<file path="config.mk">
export PLATFORM = sky130hd
export DESIGN_NAME = id_stage_pipe
export DESIGN_NICKNAME = d
export VERILOG_FILES = /design/src/rtl/id_stage_pkg.sv /design/src/rtl/control_unit.sv /design/src/rtl/id_stage_pipe_regfile_bypass.sv /design/src/rtl/immediate_generator.sv /design/src/rtl/id_stage_pipe.sv
export SDC_FILE = /design/constraint.sdc
export NUM_CORES = 2
export LEC_CHECK = 0
export BUFFER_PORTS_ARGS = -buffer_cell sky130_fd_sc_hd__buf_2
export CORE_MARGIN = 4
export CORE_UTILIZATION = 52
export CTS_CLUSTER_SIZE = 24
export DETAILED_ROUTE_END_ITERATION = 16
export MAX_ROUTING_LAYER = met4
export PLACE_DENSITY = 0.67
export SYNTH_ARGS = -nofsm -noshare
export SYNTH_HDL_FRONTEND = slang
export SYNTH_HIERARCHICAL = 1
export SYNTH_SLANG_ARGS = --single-unit
</file>
<file path="constraint.sdc">
create_clock -name clk -period 6.75 [get_ports clk]
set_input_delay 1.0125 -clock clk [delete_from_list [all_inputs] [get_ports clk]]
set_output_delay 1.0125 -clock clk [all_outputs]
set_load 0.005 [all_outputs]
</file>
<file path="src/rtl/id_stage_pkg.sv">
// Shared decode definitions: opcodes, immediate format select, ID/EX slot layout.
package id_stage_pkg;

    // Slot fields are sized for the widest legal configuration and sliced at the top.
    localparam int IDEX_XLEN = 64;
    localparam int IDEX_RA_W = 5;

    localparam logic [6:0] OP_LOAD   = 7'b0000011;
    localparam logic [6:0] OP_STORE  = 7'b0100011;
    localparam logic [6:0] OP_RTYPE  = 7'b0110011;
    localparam logic [6:0] OP_ITYPE  = 7'b0010011;
    localparam logic [6:0] OP_BRANCH = 7'b1100011;
    localparam logic [6:0] OP_LUI    = 7'b0110111;
    localparam logic [6:0] OP_AUIPC  = 7'b0010111;
    localparam logic [6:0] OP_JAL    = 7'b1101111;
    localparam logic [6:0] OP_JALR   = 7'b1100111;

    typedef enum logic [2:0] {
        IMM_NONE = 3'd0,
        IMM_I    = 3'd1,
        IMM_S    = 3'd2,
        IMM_B    = 3'd3,
        IMM_U    = 3'd4,
        IMM_J    = 3'd5
    } imm_type_e;

    typedef struct packed {
        logic [IDEX_XLEN-1:0] pc;
        logic [IDEX_XLEN-1:0] rs1_data;
        logic [IDEX_XLEN-1:0] rs2_data;
        logic [IDEX_XLEN-1:0] imm;
        logic [IDEX_RA_W-1:0] rd_addr;
        logic                 mem_read;
        logic                 mem_write;
        logic                 reg_write;
        logic                 branch;
        logic                 alu_src_b_sel;
        logic [2:0]           funct3;
        logic [6:0]           funct7;
    } idex_t;

endpackage

</file>
<file path="src/rtl/control_unit.sv">
// Main control decode from the opcode field.
module control_unit
    import id_stage_pkg::*;
(
    input  logic [6:0] opcode,
    output logic       mem_read,
    output logic       mem_write,
    output logic       reg_write,
    output logic       branch,
    output logic       alu_src_b_sel,
    output imm_type_e  imm_type
);

    // Opcode to control-bit table; unknown opcodes decode to a no-op.
    always_comb begin
        mem_read      = 1'b0;
        mem_write     = 1'b0;
        reg_write     = 1'b0;
        branch        = 1'b0;
        alu_src_b_sel = 1'b0;
        imm_type      = IMM_NONE;
        case (opcode)
            OP_RTYPE:  reg_write = 1'b1;
            OP_ITYPE:  begin reg_write = 1'b1; alu_src_b_sel = 1'b1; imm_type = IMM_I; end
            OP_LOAD:   begin mem_read = 1'b1; reg_write = 1'b1; alu_src_b_sel = 1'b1; imm_type = IMM_I; end
            OP_STORE:  begin mem_write = 1'b1; alu_src_b_sel = 1'b1; imm_type = IMM_S; end
            OP_BRANCH: begin branch = 1'b1; imm_type = IMM_B; end
            OP_LUI,
            OP_AUIPC:  begin reg_write = 1'b1; alu_src_b_sel = 1'b1; imm_type = IMM_U; end
            OP_JAL:    begin reg_write = 1'b1; branch = 1'b1; imm_type = IMM_J; end
            OP_JALR:   begin reg_write = 1'b1; branch = 1'b1; alu_src_b_sel = 1'b1; imm_type = IMM_I; end
            default:   ;
        endcase
    end

endmodule

</file>
<file path="src/rtl/id_stage_pipe_regfile_bypass.sv">
// Architectural register array with hardwired x0 and optional write-back bypass.
module regfile_bypass #(
    parameter int XLEN      = 64,
    parameter int NUM_REGS  = 32,
    parameter int RA_W      = $clog2(NUM_REGS),
    parameter int BYPASS_WB = 1
) (
    input  logic                      clk,
    input  logic                      rst,
    input  logic                      we,
    input  logic [RA_W-1:0]           waddr,
    input  logic [XLEN-1:0]           wdata,
    input  logic [1:0][RA_W-1:0]      raddr,
    output logic [1:0][XLEN-1:0]      rdata
);

    logic [XLEN-1:0] regs [NUM_REGS];

    // Write port; x0 is never written so it stays at its reset value of zero.
    always_ff @(posedge clk or negedge rst) begin
        if (!rst) begin
            for (int i = 0; i < NUM_REGS; i++) regs[i] <= '0;
        end else if (we && waddr != '0) begin
            regs[waddr] <= wdata;
        end
    end

    // Read ports: x0 forces zero ahead of the bypass, bypass ahead of the array.
    for (genvar p = 0; p < 2; p++) begin : g_rd
        assign rdata[p] = (raddr[p] == '0)                                   ? '0    :
                          (BYPASS_WB != 0 && we && waddr == raddr[p])         ? wdata :
                                                                                regs[raddr[p]];
    end

endmodule

</file>
<file path="src/rtl/immediate_generator.sv">
// Assembles the 32-bit sign-extended immediate for each instruction format.
module immediate_generator
    import id_stage_pkg::*;
(
    input  logic [31:0] instr,
    input  imm_type_e   imm_type,
    output logic [31:0] imm
);

    // Format-specific bit scatter/gather.
    always_comb begin
        imm = '0;
        case (imm_type)
            IMM_I:   imm = {{20{instr[31]}}, instr[31:20]};
            IMM_S:   imm = {{20{instr[31]}}, instr[31:25], instr[11:7]};
            IMM_B:   imm = {{19{instr[31]}}, instr[31], instr[7], instr[30:25], instr[11:8], 1'b0};
            IMM_U:   imm = {instr[31:12], 12'b0};
            IMM_J:   imm = {{11{instr[31]}}, instr[31], instr[19:12], instr[20], instr[30:21], 1'b0};
            default: imm = '0;
        endcase
    end

endmodule

</file>
<file path="src/rtl/id_stage_pipe.sv">
// Decode stage: decode + operand read into a registered ID/EX slot with
// load-use bubble insertion, flush, and a stall-cycle counter.
module id_stage_pipe
    import id_stage_pkg::*;
#(
    parameter int XLEN      = 64,
    parameter int NUM_REGS  = 32,
    parameter int RA_W      = $clog2(NUM_REGS),
    parameter int BYPASS_WB = 1
) (
    input  logic              clk,
    input  logic              rst,
    input  logic              if_valid,
    input  logic [31:0]       if_instr,
    input  logic [XLEN-1:0]   if_pc,
    output logic              id_ready,
    input  logic              flush,
    input  logic              wb_reg_write,
    input  logic [RA_W-1:0]   wb_rd_addr,
    input  logic [XLEN-1:0]   wb_data,
    output logic              ex_valid,
    input  logic              ex_ready,
    output logic [XLEN-1:0]   ex_pc,
    output logic [XLEN-1:0]   ex_rs1_data,
    output logic [XLEN-1:0]   ex_rs2_data,
    output logic [XLEN-1:0]   ex_imm,
    output logic [RA_W-1:0]   ex_rd_addr,
    output logic              ex_mem_read,
    output logic              ex_mem_write,
    output logic              ex_reg_write,
    output logic              ex_branch,
    output logic              ex_alu_src_b_sel,
    output logic [2:0]        ex_alu_funct3,
    output logic [6:0]        ex_alu_funct7,
    output logic [31:0]       stall_cnt
);

    logic [RA_W-1:0]       rs1, rs2;
    logic [1:0][XLEN-1:0]  rdata;
    logic                  c_mr, c_mw, c_rw, c_br, c_as;
    imm_type_e             imm_sel;
    logic [31:0]           imm32;
    logic [XLEN-1:0]       imm_x;
    idex_t                 dec, slot;
    logic                  load, hazard, accept, rdy_en;

    assign rs1 = RA_W'(if_instr[19:15]);
    assign rs2 = RA_W'(if_instr[24:20]);

    control_unit u_ctrl (
        .opcode        (if_instr[6:0]),
        .mem_read      (c_mr),
        .mem_write     (c_mw),
        .reg_write     (c_rw),
        .branch        (c_br),
        .alu_src_b_sel (c_as),
        .imm_type      (imm_sel)
    );

    immediate_generator u_imm (
        .instr    (if_instr),
        .imm_type (imm_sel),
        .imm      (imm32)
    );

    regfile_bypass #(
        .XLEN      (XLEN),
        .NUM_REGS  (NUM_REGS),
        .RA_W      (RA_W),
        .BYPASS_WB (BYPASS_WB)
    ) u_rf (
        .clk   (clk),
        .rst   (rst),
        .we    (wb_reg_write),
        .waddr (wb_rd_addr),
        .wdata (wb_data),
        .raddr ({rs2, rs1}),
        .rdata (rdata)
    );

    assign imm_x = XLEN'($signed(imm32));

    // Pack the decoded payload into the slot layout.
    always_comb begin
        dec               = '0;
        dec.pc            = IDEX_XLEN'(if_pc);
        dec.rs1_data      = IDEX_XLEN'(rdata[0]);
        dec.rs2_data      = IDEX_XLEN'(rdata[1]);
        dec.imm           = IDEX_XLEN'(imm_x);
        dec.rd_addr       = IDEX_RA_W'(RA_W'(if_instr[11:7]));
        dec.mem_read      = c_mr;
        dec.mem_write     = c_mw;
        dec.reg_write     = c_rw;
        dec.branch        = c_br;
        dec.alu_src_b_sel = c_as;
        dec.funct3        = if_instr[14:12];
        dec.funct7        = if_instr[31:25];
    end

    // rdy_en holds id_ready low until the first edge after reset release,
    // so that edge behaves as idle even if fetch is already presenting.
    assign load     = ~ex_valid | ex_ready;
    assign hazard   = if_valid & ex_valid & slot.mem_read &
                      (slot.rd_addr[RA_W-1:0] != '0) &
                      ((slot.rd_addr[RA_W-1:0] == rs1) | (slot.rd_addr[RA_W-1:0] == rs2));
    assign id_ready = rdy_en & (flush | (load & ~hazard));
    assign accept   = if_valid & id_ready & ~flush;

    // Output slot, valid flag and saturating bubble counter.
    always_ff @(posedge clk or negedge rst) begin
        if (!rst) begin
            slot      <= '0;
            ex_valid  <= 1'b0;
            stall_cnt <= '0;
            rdy_en    <= 1'b0;
        end else begin
            rdy_en <= 1'b1;
            if (flush) begin
                ex_valid <= 1'b0;
            end else if (load) begin
                if (accept) begin
                    slot     <= dec;
                    ex_valid <= 1'b1;
                end else begin
                    ex_valid <= 1'b0;
                end
                if (hazard && stall_cnt != '1) stall_cnt <= stall_cnt + 32'd1;
            end
        end
    end

    assign ex_pc            = slot.pc[XLEN-1:0];
    assign ex_rs1_data      = slot.rs1_data[XLEN-1:0];
    assign ex_rs2_data      = slot.rs2_data[XLEN-1:0];
    assign ex_imm           = slot.imm[XLEN-1:0];
    assign ex_rd_addr       = slot.rd_addr[RA_W-1:0];
    assign ex_mem_read      = slot.mem_read;
    assign ex_mem_write     = slot.mem_write;
    assign ex_reg_write     = slot.reg_write;
    assign ex_branch        = slot.branch;
    assign ex_alu_src_b_sel = slot.alu_src_b_sel;
    assign ex_alu_funct3    = slot.funct3;
    assign ex_alu_funct7    = slot.funct7;

endmodule

</file>
* After elaboration in Yosys (flattened, before gate mapping)
Cells that the tools add are included.
** Storage, ports and cells
- Output and inout port bits :: 310
- Flip-flop bits (word level) :: 2326
- Word-level logic and storage cells :: 128
- Bits of input ports :: 171
** Operators by class
- Equality and inequality tests :: 19
- Add/sub/neg operators :: 1
- Reductions and logical operators :: 17
- Bitwise operators :: 17
- Mux-type cells :: 23
- Magnitude comparators :: 4
** Operators by type and width (count)
- $bwmux W2048 :: 1
- $bmux W64 S5 :: 2
- $mux W64 :: 9
- $demux W64 S5 :: 1
- $pmux W32 S5 :: 1
- $add A32 B1 Y32 const B :: 1
- $ne A32 B32 Y1 const B :: 1
- $eq A7 B6 Y1 const B :: 3
- $eq A7 B7 Y1 const B :: 3
- $eq A5 B5 Y1 :: 4
- $ge A6 B6 Y1 const B :: 3
- $not A5 Y6 :: 3
- $pmux W3 S5 :: 1
- $eq A7 B5 Y1 const B :: 2
- $logic_not A5 Y1 :: 2
- $reduce_bool A5 Y1 :: 2
- $and A1 B1 Y1 :: 8
- $mux W1 :: 8
- $eq A7 B2 Y1 const B :: 1
- $reduce_or A7 Y1 :: 1
- $eq A3 B2 Y1 const B :: 2
- $eq A3 B3 Y1 const B :: 2
- $lt A6 B1 Y1 const B :: 1
- $reduce_and A3 Y1 :: 2
- other kinds (8) :: 17

* Depth between registers and ports, before layout
- Depth after elaboration :: 13
- Gate-level depth with buffers :: 11
- Gate-level depth less buffers :: 7

* Cells and area by module
Netlist, hierarchy kept.
** Modules (own cells, without submodules)
- regfile_bypass :: area an instance 109004.5 sq um, sequential area each 51249.2 sq um, cells each 7363, instances 1
- id_stage_pipe :: area an instance 11024.3 sq um, sequential area each 6956.7 sq um, cells each 725, instances 1
- immediate_generator :: area an instance 390.4 sq um, sequential area each 0.0 sq um, cells each 66, instances 1
- control_unit :: area an instance 135.1 sq um, sequential area each 0.0 sq um, cells each 22, instances 1

* Worst setup path before layout
No wires, ideal clock.
- Path type :: input to register
- From :: input if_instr[20]
- To :: register slot (netlist bit ex_rs2_data[58])
- Data required time :: 6625 ps
- Arrival :: 2931 ps
- Library setup time :: 125 ps
- Buffers on the path :: 4
- Stages :: 9
- Slack :: 3694 ps
- Cell sequence :: buf_4 > buf_6 > buf_6 > buf_2 > mux4_2 > a22oi_1 > nand2_1 > a32o_1 > mux2_2
** RTL lines
- from (decl) :: RTL line id_stage_pipe.sv:14 : input logic [31:0] if_instr,
- to (signal assigned) :: RTL line id_stage_pipe.sv:112 : slot <= '0;
- to (signal assigned) :: RTL line id_stage_pipe.sv:122 : slot <= dec;
- to (decl) :: RTL line id_stage_pipe.sv:44 : idex_t dec, slot;

* Final worst setup path
- From :: input if_instr[19]
- To :: output id_ready
** On the way
- Cells in the longest elaborated chain, start to end :: 7
** Ends and longest elaborated chain
- $eq A5 B5 Y1 :: RTL line id_stage_pipe.sv:105 : ((slot.rd_addr[RA_W-1:0] == rs1) | (slot.rd_addr[RA_W-1:0] == rs2));
- $or A1 B1 Y1 :: RTL line id_stage_pipe.sv:105
- $and A1 B1 Y1 :: RTL line id_stage_pipe.sv:104 : (slot.rd_addr[RA_W-1:0] != '0) &
- $not A1 Y1 :: RTL line id_stage_pipe.sv:106 : assign id_ready = rdy_en & (flush | (load & ~hazard));
- $and A1 B1 Y1 :: RTL line id_stage_pipe.sv:106
- $or A1 B1 Y1 :: RTL line id_stage_pipe.sv:106
- $and A1 B1 Y1 :: RTL line id_stage_pipe.sv:106
- to (decl) :: RTL line id_stage_pipe.sv:16 : output logic id_ready,
Every way passes these cells.

==> metrics <==
endpoint type of the worst setup path output port; Worst Path Required 5740 ps; EDFF count, synth 0; final slew viol count 0; post-route insts no fill 11,470; critical path launch point type input port; Leak 59.35 nW; DRT iter0 DRCs 9,839; cts hold-fix bufs 0; Post-route DRC 0; Die H 489.5 um; RePlAce Congestion 0.8900; worst-path fanout max 10; Worst Skew 59.44 ps; vias per cell 7.115; worst skew pair latency 940 ps; CP Launch Point if_instr[19]; cts bufs inserted 277; Post-Place Worst Slack 1917 ps; r2r worst-path depth 8; Main synth FF type dfrtp_1; crit-path max cell delay 660 ps; Sw Pwr 11.39 mW; Hold Fails Final Rpt 0; syn_area_per_cell 14.74 um^2; Net Sw Frac 27.63%; Synth cell types 79; reg2reg end ex_imm[1]; Mapped Nets 8,348; synthesized cell area 120,600 um^2; CP Cell Sequence buf_2, buf_4, xnor2_1, nand3_1, o22ai_1, a21oi_1, o21a_1, buf_2; Placed Cells 10,970; cells after synthesis 8,176; core footprint 230,300 um^2; post-route minimum period 4143 ps; die area 239,600 um^2; biggest area consumer among synthesized cells dfrtp_1; post-DP HPWL 244.3 mm; # setup viols final 0; cell repeated most along the worst path buf_2; YS warnings 6; Initial Util 52.34%; PwrDens 308.9 nW/um^2; Sink Count 2,326; Resize count post-CTS 0; wire per inst 36.88 um; final wirelength 423.1 mm; # rows 176; Hold Path Class in -> async; Clock Path Buffers 4; H-tree Lvls 5; via count 81,630; Setup TNS 0 ps; Comb power frac 19.5%; via count of the first global-routing pass 81,480; RR Startpoint ex_rd_addr[0]; number of buffers added on ports 480; Post-DRT Antenna Nets 0; die width 489.5 um; CP max-delay cell o22ai_1; fillcell total 17,820; Tcrit/Tclk final 61.37%; internal power 29.83 mW; Seq pwr share 45.4%; relative slew slack 4.947%; Seq cells post-synth 2,326; RSZ-0062 raised after global routing no; gr usage total 36.06%; Ports 481; CP arrival 3130 ps; fraction of registers with async set/reset 100.0%; Reg clk slew, reported paths 50 ps; Area Overhead vs Synth 10.69%; Layout Nets 8,397; top cells by area, synth dfrtp_1 (48%), mux2_2 (21%), mux4_2 (16%), mux2i_1 (3.2%), clkbuf_1 (1.6%); CTS tree yes; Clk pwr share 35.1%; Pre-antenna DRT Iters 6; global route overflow 0; Max Cap Viol 0; initial antenna violation count 49; slew of the pin with the lowest slew margin 1423 ps; CTS Root Cell clkbuf_16; WS Path Type in -> out; setup ws final 2608 ps; reg2reg setup slack 3350 ps; Seq/Total Area, Yosys 48.28%; Worst Setup EP id_ready; Post CTS Setup Buffer Count 0; Synth top area share 48.28%; first-pass GRT wire length 604.5 mm; layout cells sized above 1 51.36%; FMAX 0.2414 GHz; status complete, no violations; largest net degree at the start of global routing 167; maximum VDD drop 0.0002358 V
==> through the flow <==
step	util (%)	power [mW]	hold WS (ps)	area (um^2)
6_report	57.93	41.22	149.5	133400
5_1_grt	57.92	42.72	166.5	133400
4_1_cts	57.88	41.25	122.9	133300
3_5_place_dp	54.15	26.81	383.3	124700
3_3_place_gp	54.15	26.44	376.4	124700
2_1_floorplan	-	23.85	441.3	120600
==> power by group through the flow <==
stage	Sequential, mW	Combinational [mW]	Clock (mW)
2_1_floorplan	18.1	5.77	0
3_3_place_gp	18.7	7.78	0
3_5_place_dp	18.9	7.96	0
4_1_cts	18.6	7.99	14.6
5_1_grt	19.0	8.55	15.2
6_report	18.7	8.02	14.5
==> critical path: cells and delay by family <==
kind                   cells  cell delay, ps
XOR/XNOR                   1             150
buffers and inverters      3             850
AO/OA/AOI/OAI              3            1020
AND/OR/NAND/NOR            1             100
==> worst min path at each step <==
stage                           end  cells past startpoint             from
global route              ex_pc[14]                      1              rst
detailed placement  u_rf/regs[2035]                      0  u_rf/regs[2035]
floorplan           u_rf/regs[1984]                      1  u_rf/regs[1984]
global placement    u_rf/regs[2030]                      0  u_rf/regs[2030]
CTS                       ex_pc[45]                      1              rst
finish                    ex_pc[14]                      1              rst
==> layer usage <==
layer | part of all wire, % | track usage (%) | up-vias
met1 | 39 | 47.49 | 43840
met3 | 11 | 9.782 | 1137
met4 | 5.2 | 16.91 | 0
met5 | 0 | - | -
met2 | 45 | 52.37 | 5113
li1 | - | - | 31550
==> registers in the layout, summed over array words and instances (netlist names) <==
signal / cells
u_rf/regs: 2048
ex_pc: 64
ex_rs1_data: 64
ex_rs2_data: 64
ex_imm: 32
stall_cnt: 32
ex_alu_funct7: 7
ex_rd_addr: 5
ex_alu_funct3: 3
ex_alu_src_b_sel: 1
ex_branch: 1
ex_mem_read: 1
ex_mem_write: 1
ex_reg_write: 1
ex_valid: 1
rdy_en: 1
==> area by class of cell <==
type / count / area, um^2 / share of cell area (%)
repair buffers: 690 / 4524 / 3.390
inverters: 11 / 41.29 / 0.03094
flip-flops and latches: 2326 / 58210 / 43.62
clock buffers: 409 / 8125 / 6.089
clock inverters: 45 / 459.2 / 0.3441
multi-input cells: 4919 / 58180 / 43.60
well taps: 3026 / 3786 / 2.837
diodes: 48 / 120.1 / 0.09001
==> synthesized netlist by cell type (all sizes together), types with 20 or more instances <==
library cell and n:
a2111oi 38, a211o 22, a211oi 22, a21o 44
a21oi 100, a221oi 65, a22oi 144, a32o 26
buf 413, clkbuf 507, dfrtp 2326, mux2 2288
mux2i 385, mux4 860, nand2 130, nand3 33
nor2 164, nor3 31, o21ai 116, o221ai 37
o22ai 172, xnor2 20, xor2 31
==> logic make-up after synthesis <==
logic type | Yosys count | share of synthesized area, %
flip-flops | 2326 | 48.28
buffers and inverters | 931 | 3.799
AO/OA/AOI/OAI | 859 | 5.023
AND/OR/NAND/NOR | 474 | 1.878
XOR/XNOR | 51 | 0.3705
adder cells (fa/ha/maj) | 1 | 0.01038
other | 1 | 0.003111
multiplexers | 3533 | 40.63
==> layout by cell type, fill, tap and decap left out, types with 44 or more instances in the layout <==
master     netlist  layout
a22oi_1        144     144
mux4_2         860     860
dfrtp_1       2326    2326
nand2_1        130     111
o22ai_1        172     172
mux2i_1        385     385
nor2_1         152     135
clkbuf_16        0     283
a21o_1          44      44
diode_2          0      48
buf_2          244     470
mux2_2        2287    2287
clkbuf_1       505      69
o21ai_0        113     113
a221oi_1        65      65
clkbuf_8         0      57
buf_4           88     175
a21oi_1        100     100
(Power assumes the default switching activity.)
